`src/rtl/nw_pkg.sv`:
```
// Shared definitions for the Needleman-Wunsch cell engine: score widths, default scoring,
// traceback codes, FSM encoding and the clamp used when NW_SATURATE_EN is defined.
package nw_pkg;

  localparam int SCORE_W      = 9;
  localparam int CALC_W       = SCORE_W + 1;

  localparam int DEF_MATCH    = 1;
  localparam int DEF_MISMATCH = -1;
  localparam int DEF_GAP      = -2;

  typedef logic signed [SCORE_W-1:0] score_t;
  typedef logic signed [CALC_W-1:0]  calc_t;
  typedef logic [1:0]                dir_t;

  localparam dir_t DIR_DIAG = 2'b00;
  localparam dir_t DIR_UP   = 2'b01;
  localparam dir_t DIR_LEFT = 2'b10;

  localparam logic [2:0] ST_IDLE  = 3'd0;
  localparam logic [2:0] ST_READ  = 3'd1;
  localparam logic [2:0] ST_CALC  = 3'd2;
  localparam logic [2:0] ST_WRITE = 3'd3;
  localparam logic [2:0] ST_NEXT  = 3'd4;
  localparam logic [2:0] ST_DONE  = 3'd5;

  localparam calc_t SAT_HI = 10'sd255;
  localparam calc_t SAT_LO = -10'sd256;

  function automatic calc_t sat_score(input calc_t v);
    if (v > SAT_HI) return SAT_HI;
    if (v < SAT_LO) return SAT_LO;
    return v;
  endfunction

endpackage

```
`src/rtl/nw_max3.sv`:
```
// Combinational three-way signed maximum; on equal values diag beats up beats left.
module nw_max3
  import nw_pkg::*;
#(
  parameter int W = CALC_W
) (
  input  logic signed [W-1:0] diag_i,
  input  logic signed [W-1:0] up_i,
  input  logic signed [W-1:0] left_i,
  output logic signed [W-1:0] max_o,
  output logic [1:0]          dir_o
);

  logic signed [W-1:0] best;
  logic [1:0]          best_dir;

  // strict '>' keeps the earlier candidate on a tie
  always_comb begin
    best     = diag_i;
    best_dir = DIR_DIAG;
    if (up_i > best) begin
      best     = up_i;
      best_dir = DIR_UP;
    end
    if (left_i > best) begin
      best     = left_i;
      best_dir = DIR_LEFT;
    end
  end

  assign max_o = best;
  assign dir_o = best_dir;

endmodule

```
`src/rtl/nw_cell_engine.sv`:
```
// Needleman-Wunsch matrix-fill sequencer: one cell per READ/CALC/WRITE/NEXT pass, row-major.
// Define NW_SATURATE_EN to clamp candidate scores to [-256,255] instead of wrapping to 9 bits.
module nw_cell_engine
  import nw_pkg::*;
#(
  parameter int N        = 128,
  parameter int BitAddr  = $clog2(N+1),
  parameter int MATCH    = DEF_MATCH,
  parameter int MISMATCH = DEF_MISMATCH,
  parameter int GAP      = DEF_GAP
) (
  input  logic                      clk_i,
  input  logic                      rst_i,
  input  logic                      start_i,
  input  logic [1:0]                char_a_i,
  input  logic [1:0]                char_b_i,
  input  logic                      ready_i,
  input  logic signed [SCORE_W-1:0] diag_i,
  input  logic signed [SCORE_W-1:0] up_i,
  input  logic signed [SCORE_W-1:0] left_i,
  output logic [BitAddr:0]          i_o,
  output logic [BitAddr:0]          j_o,
  output logic                      en_read_o,
  output logic                      en_ins_o,
  output logic                      we_o,
  output logic signed [SCORE_W-1:0] max_o,
  output logic [1:0]                dir_o,
  output logic                      busy_o,
  output logic                      done_o
);

  // states: IDLE wait start | READ fetch neighbours | CALC candidates | WRITE emit score | NEXT advance | DONE pulse
  localparam int AW = BitAddr + 1;
  localparam logic [AW-1:0] ONE  = AW'(1);
  localparam logic [AW-1:0] LAST = AW'(N);
  localparam calc_t MATCH_C    = calc_t'(MATCH);
  localparam calc_t MISMATCH_C = calc_t'(MISMATCH);
  localparam calc_t GAP_C      = calc_t'(GAP);

  logic [2:0]    state_q, state_d;
  logic [AW-1:0] i_q, i_d, j_q, j_d;
  score_t        diag_q, up_q, left_q;
  logic          match_q;
  calc_t         cd_q, cu_q, cl_q;
  calc_t         cd_raw, cu_raw, cl_raw, cd_d, cu_d, cl_d;
  score_t        max_q;
  dir_t          dir_q;
  calc_t         sel_val;
  logic [1:0]    sel_dir;
  score_t        sel_score;

  always_comb begin
    state_d = state_q;
    i_d     = i_q;
    j_d     = j_q;
    case (state_q)
      ST_IDLE: begin
        if (start_i) begin
          state_d = ST_READ;
          i_d     = ONE;
          j_d     = ONE;
        end
      end
      ST_READ:  if (ready_i) state_d = ST_CALC;
      ST_CALC:  state_d = ST_WRITE;
      ST_WRITE: state_d = ST_NEXT;
      ST_NEXT: begin
        if (j_q < LAST) begin
          j_d     = j_q + ONE;
          state_d = ST_READ;
        end else if (i_q < LAST) begin
          j_d     = ONE;
          i_d     = i_q + ONE;
          state_d = ST_READ;
        end else begin
          state_d = ST_DONE;
        end
      end
      ST_DONE:  state_d = ST_IDLE;
      default:  state_d = ST_IDLE;
    endcase
  end

  assign cd_raw = calc_t'(diag_q) + (match_q ? MATCH_C : MISMATCH_C);
  assign cu_raw = calc_t'(up_q) + GAP_C;
  assign cl_raw = calc_t'(left_q) + GAP_C;

`ifdef NW_SATURATE_EN
  assign cd_d = sat_score(cd_raw);
  assign cu_d = sat_score(cu_raw);
  assign cl_d = sat_score(cl_raw);
`else
  assign cd_d = cd_raw;
  assign cu_d = cu_raw;
  assign cl_d = cl_raw;
`endif

  nw_max3 #(.W(CALC_W)) u_max3 (
    .diag_i (cd_q),
    .up_i   (cu_q),
    .left_i (cl_q),
    .max_o  (sel_val),
    .dir_o  (sel_dir)
  );

  assign sel_score = score_t'(sel_val);

  always_ff @(posedge clk_i) begin
    if (!rst_i) begin
      state_q <= ST_IDLE;
      i_q     <= ONE;
      j_q     <= ONE;
      diag_q  <= '0;
      up_q    <= '0;
      left_q  <= '0;
      match_q <= 1'b0;
      cd_q    <= '0;
      cu_q    <= '0;
      cl_q    <= '0;
      max_q   <= '0;
      dir_q   <= DIR_DIAG;
    end else begin
      state_q <= state_d;
      i_q     <= i_d;
      j_q     <= j_d;
      if (state_q == ST_READ && ready_i) begin
        diag_q  <= diag_i;
        up_q    <= up_i;
        left_q  <= left_i;
        match_q <= (char_a_i == char_b_i);
      end
      if (state_q == ST_CALC) begin
        cd_q <= cd_d;
        cu_q <= cu_d;
        cl_q <= cl_d;
      end
      if (state_q == ST_WRITE) begin
        max_q <= sel_score;
        dir_q <= sel_dir;
      end
    end
  end

  // strobes are gated by reset so a reset landing on WRITE emits no write
  assign en_read_o = (state_q == ST_READ);
  assign en_ins_o  = (state_q == ST_WRITE) && rst_i;
  assign we_o      = en_ins_o;
  assign max_o     = (state_q == ST_WRITE) ? sel_score : max_q;
  assign dir_o     = (state_q == ST_WRITE) ? sel_dir : dir_q;
  assign busy_o    = (state_q == ST_READ) || (state_q == ST_CALC) ||
                     (state_q == ST_WRITE) || (state_q == ST_NEXT);
  assign done_o    = (state_q == ST_DONE);
  assign i_o       = i_q;
  assign j_o       = j_q;

endmodule

```
`config.mk`:
```
export PLATFORM = sky130hd
export DESIGN_NAME = nw_cell_engine
export DESIGN_NICKNAME = d
export VERILOG_FILES = /design/src/rtl/nw_pkg.sv /design/src/rtl/nw_max3.sv /design/src/rtl/nw_cell_engine.sv
export SDC_FILE = /design/constraint.sdc
export NUM_CORES = 1
export LEC_CHECK = 0
export ABC_CLOCK_PERIOD_IN_PS = 10700
export BUFFER_PORTS_ARGS = -buffer_cell sky130_fd_sc_hd__buf_2
export CAP_MARGIN = 20
export CORE_ASPECT_RATIO = 1.2
export CORE_UTILIZATION = 57
export CTS_CLUSTER_SIZE = 14
export DETAILED_ROUTE_END_ITERATION = 8
export HOLD_SLACK_MARGIN = 0.12
export PLACE_DENSITY = 0.83
export SYNTH_ARGS = -nofsm -noshare
export SYNTH_HDL_FRONTEND = slang
export SYNTH_SLANG_ARGS = --single-unit
export TNS_END_PERCENT = 5
```
`constraint.sdc`:
```
create_clock -name clk_i -period 10.7 [get_ports clk_i]
set_clock_uncertainty 0.2 [all_clocks]
set_input_delay 2.14 -clock clk_i [delete_from_list [all_inputs] [get_ports clk_i]]
set_output_delay 2.14 -clock clk_i [all_outputs]
set_load 0.005 [all_outputs]
```
Yosys cells after proc, flatten, opt, wreduce, memory -nomap -nowiden

Index checks and enable logic that the tools add are counted.

Add/subtract/negate cells: 5
Multiply operators: 0
Div/mod/pow operators: 0
Magnitude comparators: 4
Equal/unequal tests: 11
Shift-type cells: 0
Mux-type cells: 19
Bitwise operators: 0
Reductions and logical operators: 10

Operator list:

| kind                                                 | number |
|---|---|
| 2-to-1 mux 9 bit                                     | 7 |
| case mux 9 bit (2 select lines)                      | 2 |
| adder 9 x 2 -> 10 bit (second input constant)        | 2 |
| > comparator 10 bit                                  | 2 |
| 2-to-1 mux 10 bit                                    | 2 |
| adder 9 x 1 -> 9 bit (second input constant)         | 2 |
| < comparator 9 x 8 -> 1 bit (second input constant)  | 2 |
| case mux 3 bit (5 select lines)                      | 1 |
| 2-to-1 mux 3 bit                                     | 4 |
| adder 9 x 10 -> 10 bit                               | 1 |
| != test 2 bit (second input constant)                | 4 |
| equality test 3 x 2 -> 1 bit (second input constant) | 2 |
| equality test 3 bit (second input constant)          | 2 |
| 2-to-1 mux 2 bit                                     | 2 |
| AND reduction 4 bit                                  | 1 |
| equality test 3 x 1 -> 1 bit (second input constant) | 1 |
| zero test 3 bit                                      | 1 |
| logical OR 1 bit                                     | 3 |
| != test 3 bit (second input constant)                | 1 |
| AND reduction 3 bit                                  | 1 |
| equality test 2 bit                                  | 1 |
| logical AND 1 bit                                    | 2 |
| AND reduction 2 bit                                  | 1 |
| nonzero test 2 bit                                   | 1 |
| 2-to-1 mux 1 bit                                     | 1 |

Bits in registers: 90
Latch bits: 0
Memory bits (writable): 0
Bits in read-only memories: 0
Bits of input ports: 35
Output and inout bits: 34
Logic and storage cells: 61
Memories kept: 0

Logic depth before layout (Yosys ltp)

Gate-level depths: netlist (run 1).

Depth after elaboration: 5
Gate-level depth with buffers: 17
Gate-level depth less buffers: 15

Hierarchy

Synthesis (run 1) repeated with hierarchy kept, for this count alone.

Cell total of the unflattened synthesis: 608
Area, all modules: 4968.5 µm²

Modules (own cells, without submodules):

| module         | times used | cells an instance | area each (µm²) | seq. area each (µm²) |
|---|---|---|---|---|
| nw_cell_engine | 1          | 485               | 4134.0          | 1801.7 |
| nw_max3        | 1          | 123               | 834.6           | 0.0 |

Least setup slack after synthesis (run 1)

No wires, ideal clock.

Kind: register to output
Start: register cd_q[4]
End: output port max_o[2]
Data arrival time: 3.289 ns
Required time: 8.360 ns
Slack: 5.071 ns
Stages on the path, launching flop included: 18
Path buffers: 2
Path through: dfxtp_1 -> inv_1 -> ha_1 -> nand4_1 -> o21bai_1 -> a31o_2 -> a21oi_4 -> buf_6 -> mux2i_1 -> inv_1 -> ha_1 -> nand4_1 -> or3_1 -> a31oi_1 -> o31ai_2 -> nand2b_4 -> buf_2 -> o221ai_1

Longest elaborated chain between the ends: 5

RTL lines:

| what                   | RTL line              | text |
|---|---|---|
| from (decl)            | nw_cell_engine.sv:44  | `calc_t cd_q, cu_q, cl_q;` |
| from (signal assigned) | nw_cell_engine.sv:117 | `cd_q <= '0;` |
| from (signal assigned) | nw_cell_engine.sv:133 | `cd_q <= cd_d;` |
| > comparator 10 bit    | nw_max3.sv:21         | `if (up_i > best) begin` |
| 2-to-1 mux 10 bit (*)  | nw_max3.sv:21         |  |
| > comparator 10 bit    | nw_max3.sv:25         | `if (left_i > best) begin` |
| 2-to-1 mux 9 bit (*)   | nw_max3.sv:25         |  |
| 2-to-1 mux 9 bit (*)   | n/a                   |  |
| to (decl)              | nw_cell_engine.sv:26  | `output logic signed [SCORE_W-1:0] max_o,` |

Mark *: on every way between the ends. The rest lies on a longest branch, timed or not.

Final worst setup path (run 1)

Start: register cd_q[4]
End: output port max_o[4]

The elaborated chain is that of the path after synthesis.

==> out/metrics.yaml, run 1 <==
cts:
  cts_max_level: 3
  clkSinkCount: 90
  post_cts_buffers: 0
  clockBufferDepth: 2
  cts_hold_buf: 0
  clk_pin_slew_worst_paths_ns: 0.09
  insertion_delay_ns: 0.37
  post_cts.resized_instances: 0
  cts_tree: "yes"
  cts_made_buffers: 9
  cts_root_buf: "clkbuf_8"
placement:
  dp_hpwl_um: 7740
  gp_routability_congestion: 0.980
  place_area_um2: 5200
  place_ws_ns: 4.44
  io_buffers: 68
detailed_routing:
  vias_per_cell: 5.61
  ant_nets: 0
  first_iter_violations: 193
  drc_errors: 0
  vias: 4203
  first_pass_iters: 5
  wl_per_cell_um: 14.1
  wl_um: 10500
synth:
  synthCells: 578
  synthArstFlopShare: 0
  synth_ff_type: "dfxtp_1"
  synth-seq-cells: 90
  ys_seq_area_frac: 0.372
  avgSynthCellArea_um2: 8.39
  synth.distinct_cells: 53
  syn_area_um2: 4850
  synth_nets: 646
  ys_warn_count: 0
  synth_edf_count: 0
setup_path:
  crit_path_end_kind: "output pin"
  r2r_start: "cd_q[4]$_SDFFE_PN0P_"
  worstPathRequired_ns: 8.36
  criticalPathCategory: "register to output pin"
  crit_path_start_kind: "register"
  startpoint: "cd_q[4]$_SDFFE_PN0P_"
  arrival_ns: 4.25
  r2r_setup_slack_ns: 6.61
  cp_max_fo: 13
grt:
  grt_pass1_wl_um: 17000
  antenna_found_initial: 0
  grt_use_total: 0.246
  grt_max_degree: 76
  grt_pass1_vias: 3715
  grt_overflow_total: 0
power_and_ir_drop:
  finalPower_mw: 0.783
  p_per_area_nw_per_um2: 144
  peakVddDrop_mv: 0.0860
  power_leakage_nw: 2.37
final_layout:
  antenna_cells: 0
  area_growth_pct: 11.7
  most-common-layout-cells: "nand2_1, dfxtp_1, buf_2"
  design_area_um2: 5420
  drive_above_1_share: 0.151
  final_common_cell: "nand2_1"
  nets: 699
timing:
  worst_hold_slack_ns: 0.266
  worst_pin_slew_ns: 0.895
  fin_crit_sh: 0.616
  hold_viol_final: 0
  rsz0062_at_grt: "no"
  fin_ws_ns: 4.11
  setup_viol: 0
  maxSlewViolCount: 0
  max_freq_ghz: 0.152
  fin_setup_tns_ns: 0
  period_minus_slack_ns: 6.59
  slew_headroom: 0.404
die:
  dieArea_um2: 8880
  core_um2: 8200
  start_util: 0.591
  io_pins: 69
  dieWidth_um: 86.2
  rows: 36
  die_y_um: 103
worst_hold_path:
  min-delay-start: "left_q[0]$_SDFFE_PN0P_"
  hold_path_class: "register to register"
status:
  status: "complete, no violations"
job:
  cap_violations: 0
==> through the flow <==
step                instances  utilization
floorplan                 578            -
global placement          733        0.635
detailed placement        733        0.635
CTS                       748        0.658
global route              749        0.661
finish                    749        0.661
==> final cells by class <==
cell class	count	area, µm²
clock buffers	10	138
clock inverters	5	55.1
fillers	715	2780
inverters	35	131
multi-input cells	425	2780
flip-flops and latches	90	1800
well taps	114	143
repair buffers	70	368
==> cell families after synthesis <==
family                   share of synthesized area
AO/OA/AOI/OAI                                0.203
AND/OR/NAND/NOR                              0.211
adder cells (fa/ha/maj)                     0.0867
buffers and inverters                       0.0552
multiplexers                                0.0230
flip-flops                                   0.372
XOR/XNOR                                    0.0488
==> final timing paths <==
kind | end | cells after the start
max | max_o[4] | 14
max reg2reg | max_q[5]$_SDFF_PN0_ | 13
min | cl_q[0]$_SDFFE_PN0P_ | 2
min reg2reg | cl_q[0]$_SDFFE_PN0P_ | 2
==> cell usage after synthesis, types with 7 or more instances <==
library cell,count,area share
nand2_1,124,0.096
dfxtp_1,90,0.37
a21boi_0,36,0.056
inv_1,35,0.027
ha_1,32,0.083
nor2_1,24,0.019
o21ai_0,19,0.020
o221ai_1,19,0.034
clkbuf_1,18,0.014
a21oi_1,17,0.018
nand3_1,16,0.017
xnor2_1,16,0.029
o211a_1,14,0.029
and2_1,12,0.015
xor2_1,11,0.020
mux2i_1,10,0.021
nand4_1,8,0.010
nand2b_1,7,0.0090
==> where the power goes <==
group          internal [mW]  switching [mW]  leakage [nW]
registers              0.349          0.0149         0.729
logic                 0.0834           0.103          1.55
clock network          0.112           0.120        0.0941
total                  0.545           0.238          2.37
==> sequential cells by signal, summed over array words and instances (netlist names) <==
register	flops
cl_q	10
diag_q	9
cd_q	10
i_o	9
state_q	3
match_q	1
cu_q	10
up_q	9
j_o	9
dir_q	2
max_q	9
left_q	9
==> metal layers <==
layer,vias up,part of all wire,global-route usage
li1,2115,-,-
met5,-,0,0
met1,1960,0.46,0.315
met3,24,0.043,0.0520
met2,104,0.47,0.402
met4,0,0.025,0.108
==> worst max-delay path, cell delays in order (launching register included) <==
cell and delay [ns]:
dfxtp_1 0.36, inv_1 0.05, ha_1 0.31, nand4_1 0.13
o21bai_1 0.18, a31o_2 0.25, a21oi_4 0.42, mux2i_1 0.38
ha_1 0.33, a2111oi_0 0.46, o221a_1 0.27, o31ai_2 0.10
nand2_1 0.28, o221ai_1 0.19, buf_2 0.15
Power figures use the tool's default switching activity.
==> run 2: changes to the inputs <==
Settings changed: ABC_CLOCK_PERIOD_IN_PS 10700 to 5650, CORE_UTILIZATION 57 to 52, PLACE_DENSITY 0.83 to 0.8.
Clock period 10.7 ns to 5.65 ns, I/O delays scaled along.
==> run 2 against run 1 <==
  * Power grew 97%
  * Die area grew 9.4%
  * Count of clock-buffer cells in the layout grew 2
  * Sequential cell count is the same
  * Register-to-register slack lost 4.9 ns
  * Via count shrank 0.74%
  * Combinational power grew 120%
  * Hold slack gained 0.0034 ns
  * Cell area grew 1.2%
==> out/metrics.yaml, run 2 (synthesis gave the netlist of run 1 again) <==
job:
  cap_violations: 0
detailed_routing:
  vias_per_cell: 5.48
  wl_per_cell_um: 14.0
  drc_errors: 0
  ant_nets: 0
  first_pass_iters: 5
  wl_um: 10700
  first_iter_violations: 246
  vias: 4172
placement:
  dp_hpwl_um: 7810
  gp_routability_congestion: 0.951
  io_buffers: 68
  place_ws_ns: 0.452
cts:
  cts_made_buffers: 9
  cts_hold_buf: 0
  clk_pin_slew_worst_paths_ns: 0.09
  insertion_delay_ns: 0.36
  cts_max_level: 3
  cts_tree: "yes"
  clockBufferDepth: 2
  clkSinkCount: 90
  cts_root_buf: "clkbuf_8"
timing:
  fin_setup_tns_ns: 0
  max_freq_ghz: 0.185
  setup_viol: 0
  maxSlewViolCount: 0
  hold_viol_final: 0
  fin_ws_ns: 0.240
  fin_crit_sh: 0.958
  period_minus_slack_ns: 5.41
  worst_pin_slew_ns: 0.896
  rsz0062_at_grt: "no"
  slew_headroom: 0.402
setup_path:
  criticalPathCategory: "register to output pin"
  crit_path_end_kind: "output pin"
  cpMostUsedCell: "ha_1"
  cp_cell_sequence: "inv_1 -> ha_1 -> nand3_1 -> nor3_1 -> mux2_2 -> a21oi_4 -> buf_4 -> mux2i_1 -> ha_1 -> nand4_1 -> or3_1 -> a31oi_1 -> o31ai_2 -> nand2b_4 -> o221ai_1 -> buf_2"
  critPathMaxStageDelay_ns: 0.41
  r2r_setup_slack_ns: 1.72
  cp_num_buf_inv: 3
  critPathSlowestCell: "dfxtp_1"
  worstPathRequired_ns: 4.32
  crit_path_start_kind: "register"
  critical_path.top_delay_family: "simple AND/OR/NAND/NOR gates"
  arrival_ns: 4.08
  cp_max_fo: 13
final_layout:
  antenna_cells: 0
  nets: 705
  most-common-layout-cells: "nand2_1, dfxtp_1, buf_2"
  top_regs: "cd_q (10), cl_q (10), cu_q (10)"
  drive_above_1_share: 0.160
  final_common_cell: "nand2_1"
  area_growth_pct: 13.1
  final_util: 0.607
grt:
  antenna_found_initial: 0
  grt_pass1_vias: 3868
  grt_use_total: 0.224
  grt_pass1_wl_um: 17700
  grt_max_degree: 76
  grt_overflow_total: 0
die:
  start_util: 0.537
  core_um2: 9030
  die_y_um: 108
  dieArea_um2: 9710
  dieWidth_um: 90.1
  io_pins: 69
  rows: 38
power_and_ir_drop:
  peakVddDrop_mv: 0.106
  power_leakage_nw: 2.40
  p_per_area_nw_per_um2: 281
worst_hold_path:
  hold_path_class: "register to register"
status:
  status: "complete, no violations"
-- run 2: area by class of cell --
type | count | area (µm²)
clock inverters | 4 | 51.3
repair buffers | 76 | 413
fillers | 797 | 3550
multi-input cells | 425 | 2790
clock buffers | 12 | 145
flip-flops and latches | 90 | 1800
well taps | 120 | 150
inverters | 35 | 131
-- run 2: per-layer routing --
| layer | GRT usage | vias to the layer above | share of wire |
|---|---|---|---|
| met5 | 0 | - | 0 |
| met4 | 0.113 | 0 | 0.028 |
| met3 | 0.0395 | 26 | 0.049 |
| met2 | 0.356 | 122 | 0.46 |
| met1 | 0.293 | 1900 | 0.47 |
| li1 | - | 2124 | - |
-- run 2: worst paths after layout --
kind                              from                   end  cells after the start
hold / removal    cd_q[9]$_SDFFE_PN0P_  cd_q[9]$_SDFFE_PN0P_                      2
setup / recovery  cd_q[7]$_SDFFE_PN0P_              max_o[5]                     16
setup reg to reg  cd_q[7]$_SDFFE_PN0P_   max_q[5]$_SDFF_PN0_                     15
hold reg to reg   cd_q[9]$_SDFFE_PN0P_  cd_q[9]$_SDFFE_PN0P_                      2
-- run 2: worst min-delay path, delay by kind of cell, from the launching register on --
kind | cells | cell delay [ns]
compound gates | 1 | 0.06
flops | 1 | 0.31
simple gates | 1 | 0.05
-- run 2: metrics by stage --
step                power, mW  hold slack [ns]  cell area (µm²)  cells
floorplan               0.984            0.232             4850    578
global placement         1.03            0.245             5220    740
detailed placement       1.05            0.254             5220    740
CTS                      1.49            0.269             5420    756
global route             1.62            0.290             5480    762
finish                   1.54            0.270             5480    762
-- run 2: timing repair --
item | CTS | global route
setup endpoints to repair | 0 | 11
hold endpoints to repair | 0 | 0
buffers inserted | 0 | 6
gates resized for setup | 0 | 3
-- run 2: report_power, final --
| group | switching [mW] | internal, mW |
|---|---|---|
| combinational | 0.207 | 0.203 |
| clock | 0.221 | 0.217 |
| sequential | 0.0286 | 0.662 |
| total | 0.457 | 1.08 |
==> run 3: changes to the inputs <==
Settings changed: CELL_PAD_IN_SITES_DETAIL_PLACEMENT from default to 0, CELL_PAD_IN_SITES_GLOBAL_PLACEMENT from default to 1, CORE_UTILIZATION 52 to 39.
==> run 3 against run 2 <==
  * Worst setup slack better by 0.038 ns
  * Sequential share of layout area down 0.93 points
  * Non-clock buffer count down 4
  * Cell count up 4.9%
  * Count of clock-buffer cells in the layout down 3
  * Critical endpoint unchanged
  * First-iteration DRC count down 30%
  * Largest cell class unchanged
==> out/metrics.yaml, run 3 (synthesis gave the netlist of run 1 again) <==
status:
  status: "complete, no violations"
final_layout:
  top_regs: "cd_q (10), cl_q (10), cu_q (10)"
  seqCellArea_um2: 1800
  final_common_cell: "nand2_1"
  fillers: 1211
  multi_input_area_um2: 2810
  drive_above_1_share: 0.169
  most-common-layout-cells: "nand2_1, dfxtp_1, buf_2"
  antenna_cells: 0
  area_growth_pct: 16.4
  nets: 701
cts:
  insertion_delay_ns: 0.34
  cts_made_buffers: 9
  cts_hold_buf: 0
  clkSinkCount: 90
  cts_tree: "yes"
  clk_pin_slew_worst_paths_ns: 0.06
  cts_root_buf: "clkbuf_16"
  cts_max_level: 3
  clockBufferDepth: 2
detailed_routing:
  dr_wl_met3_um: 320
  first_pass_iters: 4
  wl_um: 11200
  wl_per_cell_um: 14.0
  drc_errors: 0
  ant_nets: 0
  first_iter_violations: 172
  vias_per_cell: 5.14
  wirelength_met1_um: 5540
  vias: 4108
  highest_layer: "met4"
  met2RoutedLength_um: 5020
worst_hold_path:
  hold_path_class: "register to register"
setup_path:
  cp_cell_sequence: "inv_1 -> ha_1 -> nand4_1 -> o21bai_1 -> a31o_2 -> a21oi_4 -> mux2i_2 -> ha_1 -> a2111oi_0 -> o221a_1 -> o31ai_2 -> nand2b_4 -> o221ai_1 -> buf_2"
  cp_num_buf_inv: 2
  cp_max_fo: 13
  crit_path_start_kind: "register"
  critPathSlowestCell: "a2111oi_0"
  crit_path_end_kind: "output pin"
  arrival_ns: 4.04
  cpMostUsedCell: "ha_1"
  critical_path.top_delay_family: "compound AO/OA/AOI/OAI gates"
  criticalPathCategory: "register to output pin"
  worstPathRequired_ns: 4.32
  critPathMaxStageDelay_ns: 0.52
power_and_ir_drop:
  switching_share: 0.288
  p_per_area_nw_per_um2: 306
  peakVddDrop_mv: 0.166
  combinationalPowerShare: 0.224
  clkPwrFrac: 0.375
  intPower_mw: 1.23
  seqPwrFrac: 0.401
  power_leakage_nw: 2.42
  switchingPower_mw: 0.496
grt:
  grt_pass1_wl_um: 18900
  grt_overflow_total: 0
  grt_use_total: 0.183
  antenna_found_initial: 0
  grt_max_degree: 76
  grt_pass1_vias: 3924
timing:
  setup_viol: 0
  worst_hold_slack_ns: 0.264
  fin_crit_sh: 0.951
  worst_pin_slew_ns: 0.898
  rsz0062_at_grt: "no"
  period_minus_slack_ns: 5.37
  maxSlewViolCount: 0
  max_freq_ghz: 0.186
  slew_headroom: 0.401
  hold_viol_final: 0
  fin_setup_tns_ns: 0
die:
  core_um2: 12100
  dieWidth_um: 104
  io_pins: 69
  dieArea_um2: 12900
  die_y_um: 124
  start_util: 0.400
  rows: 44
placement:
  io_buffers: 68
  dp_hpwl_um: 8150
  gp_routability_congestion: 0.876
job:
  cap_violations: 0
-- run 3: changes by cell type in the layout (fill, tap and decap cells not counted), moves of 2 or more --
cell / before / now
buf_4: 7 / 3
clkbuf_1: 2 / 0
clkbuf_16: 0 / 9
clkbuf_8: 10 / 0
mux2i_1: 9 / 2
mux2i_2: 1 / 8
-- run 3: layout make-up --
| type | instances | area share |
|---|---|---|
| Timing Repair Buffer | 72 | 0.0663 |
| Tap cell | 161 | 0.0357 |
| Sequential cell | 90 | 0.319 |
| Clock inverter | 7 | 0.0166 |
| Inverter | 35 | 0.0233 |
| Multi-Input combinational cell | 425 | 0.499 |
| Clock buffer | 9 | 0.0399 |
-- run 3: routing by layer --
metal | track usage | up-vias
li1 | - | 2120
met1 | 0.247 | 1894
met2 | 0.293 | 77
met3 | 0.0262 | 17
met4 | 0.0795 | 0
met5 | 0 | -
-- run 3: worst reg2reg max path, delay by kind of cell (launching register included) --
family,cells,cell delay (ns)
compound gates,7,1.83
fa+ha+maj,2,0.61
buf+inv,1,0.06
flops,1,0.36
mux,1,0.36
simple gates,2,0.45
-- run 3: final timing paths --
kind	from	to	slack, ns	depth (start not counted)
setup / recovery	cd_q[3]$_SDFFE_PN0P_	max_o[5]	0.28	14
hold / removal	cd_q[9]$_SDFFE_PN0P_	cd_q[9]$_SDFFE_PN0P_	0.26	2
setup reg to reg	cd_q[3]$_SDFFE_PN0P_	max_q[0]$_SDFF_PN0_	1.68	13
hold reg to reg	cd_q[9]$_SDFFE_PN0P_	cd_q[9]$_SDFFE_PN0P_	0.26	2
-- run 3: power by group through the flow --
stage	Clock [mW]	Combinational (mW)	Sequential, mW
6_report	0.646	0.387	0.691
5_1_grt	0.684	0.432	0.695
4_1_cts	0.662	0.365	0.690
3_5_place_dp	0	0.350	0.704
3_3_place_gp	0	0.341	0.703
2_1_floorplan	0	0.289	0.695
-- run 3: stage by stage --
| stage | setup WS, ns | area, µm² | power [mW] | std cells | utilization |
|---|---|---|---|---|---|
| 2_1_floorplan | 1.03 | 4850 | 0.984 | 578 | - |
| 3_3_place_gp | 0.510 | 5270 | 1.04 | 781 | 0.435 |
| 3_5_place_dp | 0.283 | 5270 | 1.05 | 781 | 0.435 |
| 4_1_cts | 0.236 | 5600 | 1.72 | 799 | 0.463 |
| 5_1_grt | 0.00378 | 5640 | 1.81 | 799 | 0.466 |
| 6_report | 0.277 | 5640 | 1.72 | 799 | 0.466 |
-- run 3: what timing repair did --
item	CTS	global route
resized for setup	0	10
pin swaps	1	0
endpoints found under the setup margin	9	9
buffers inserted	2	0
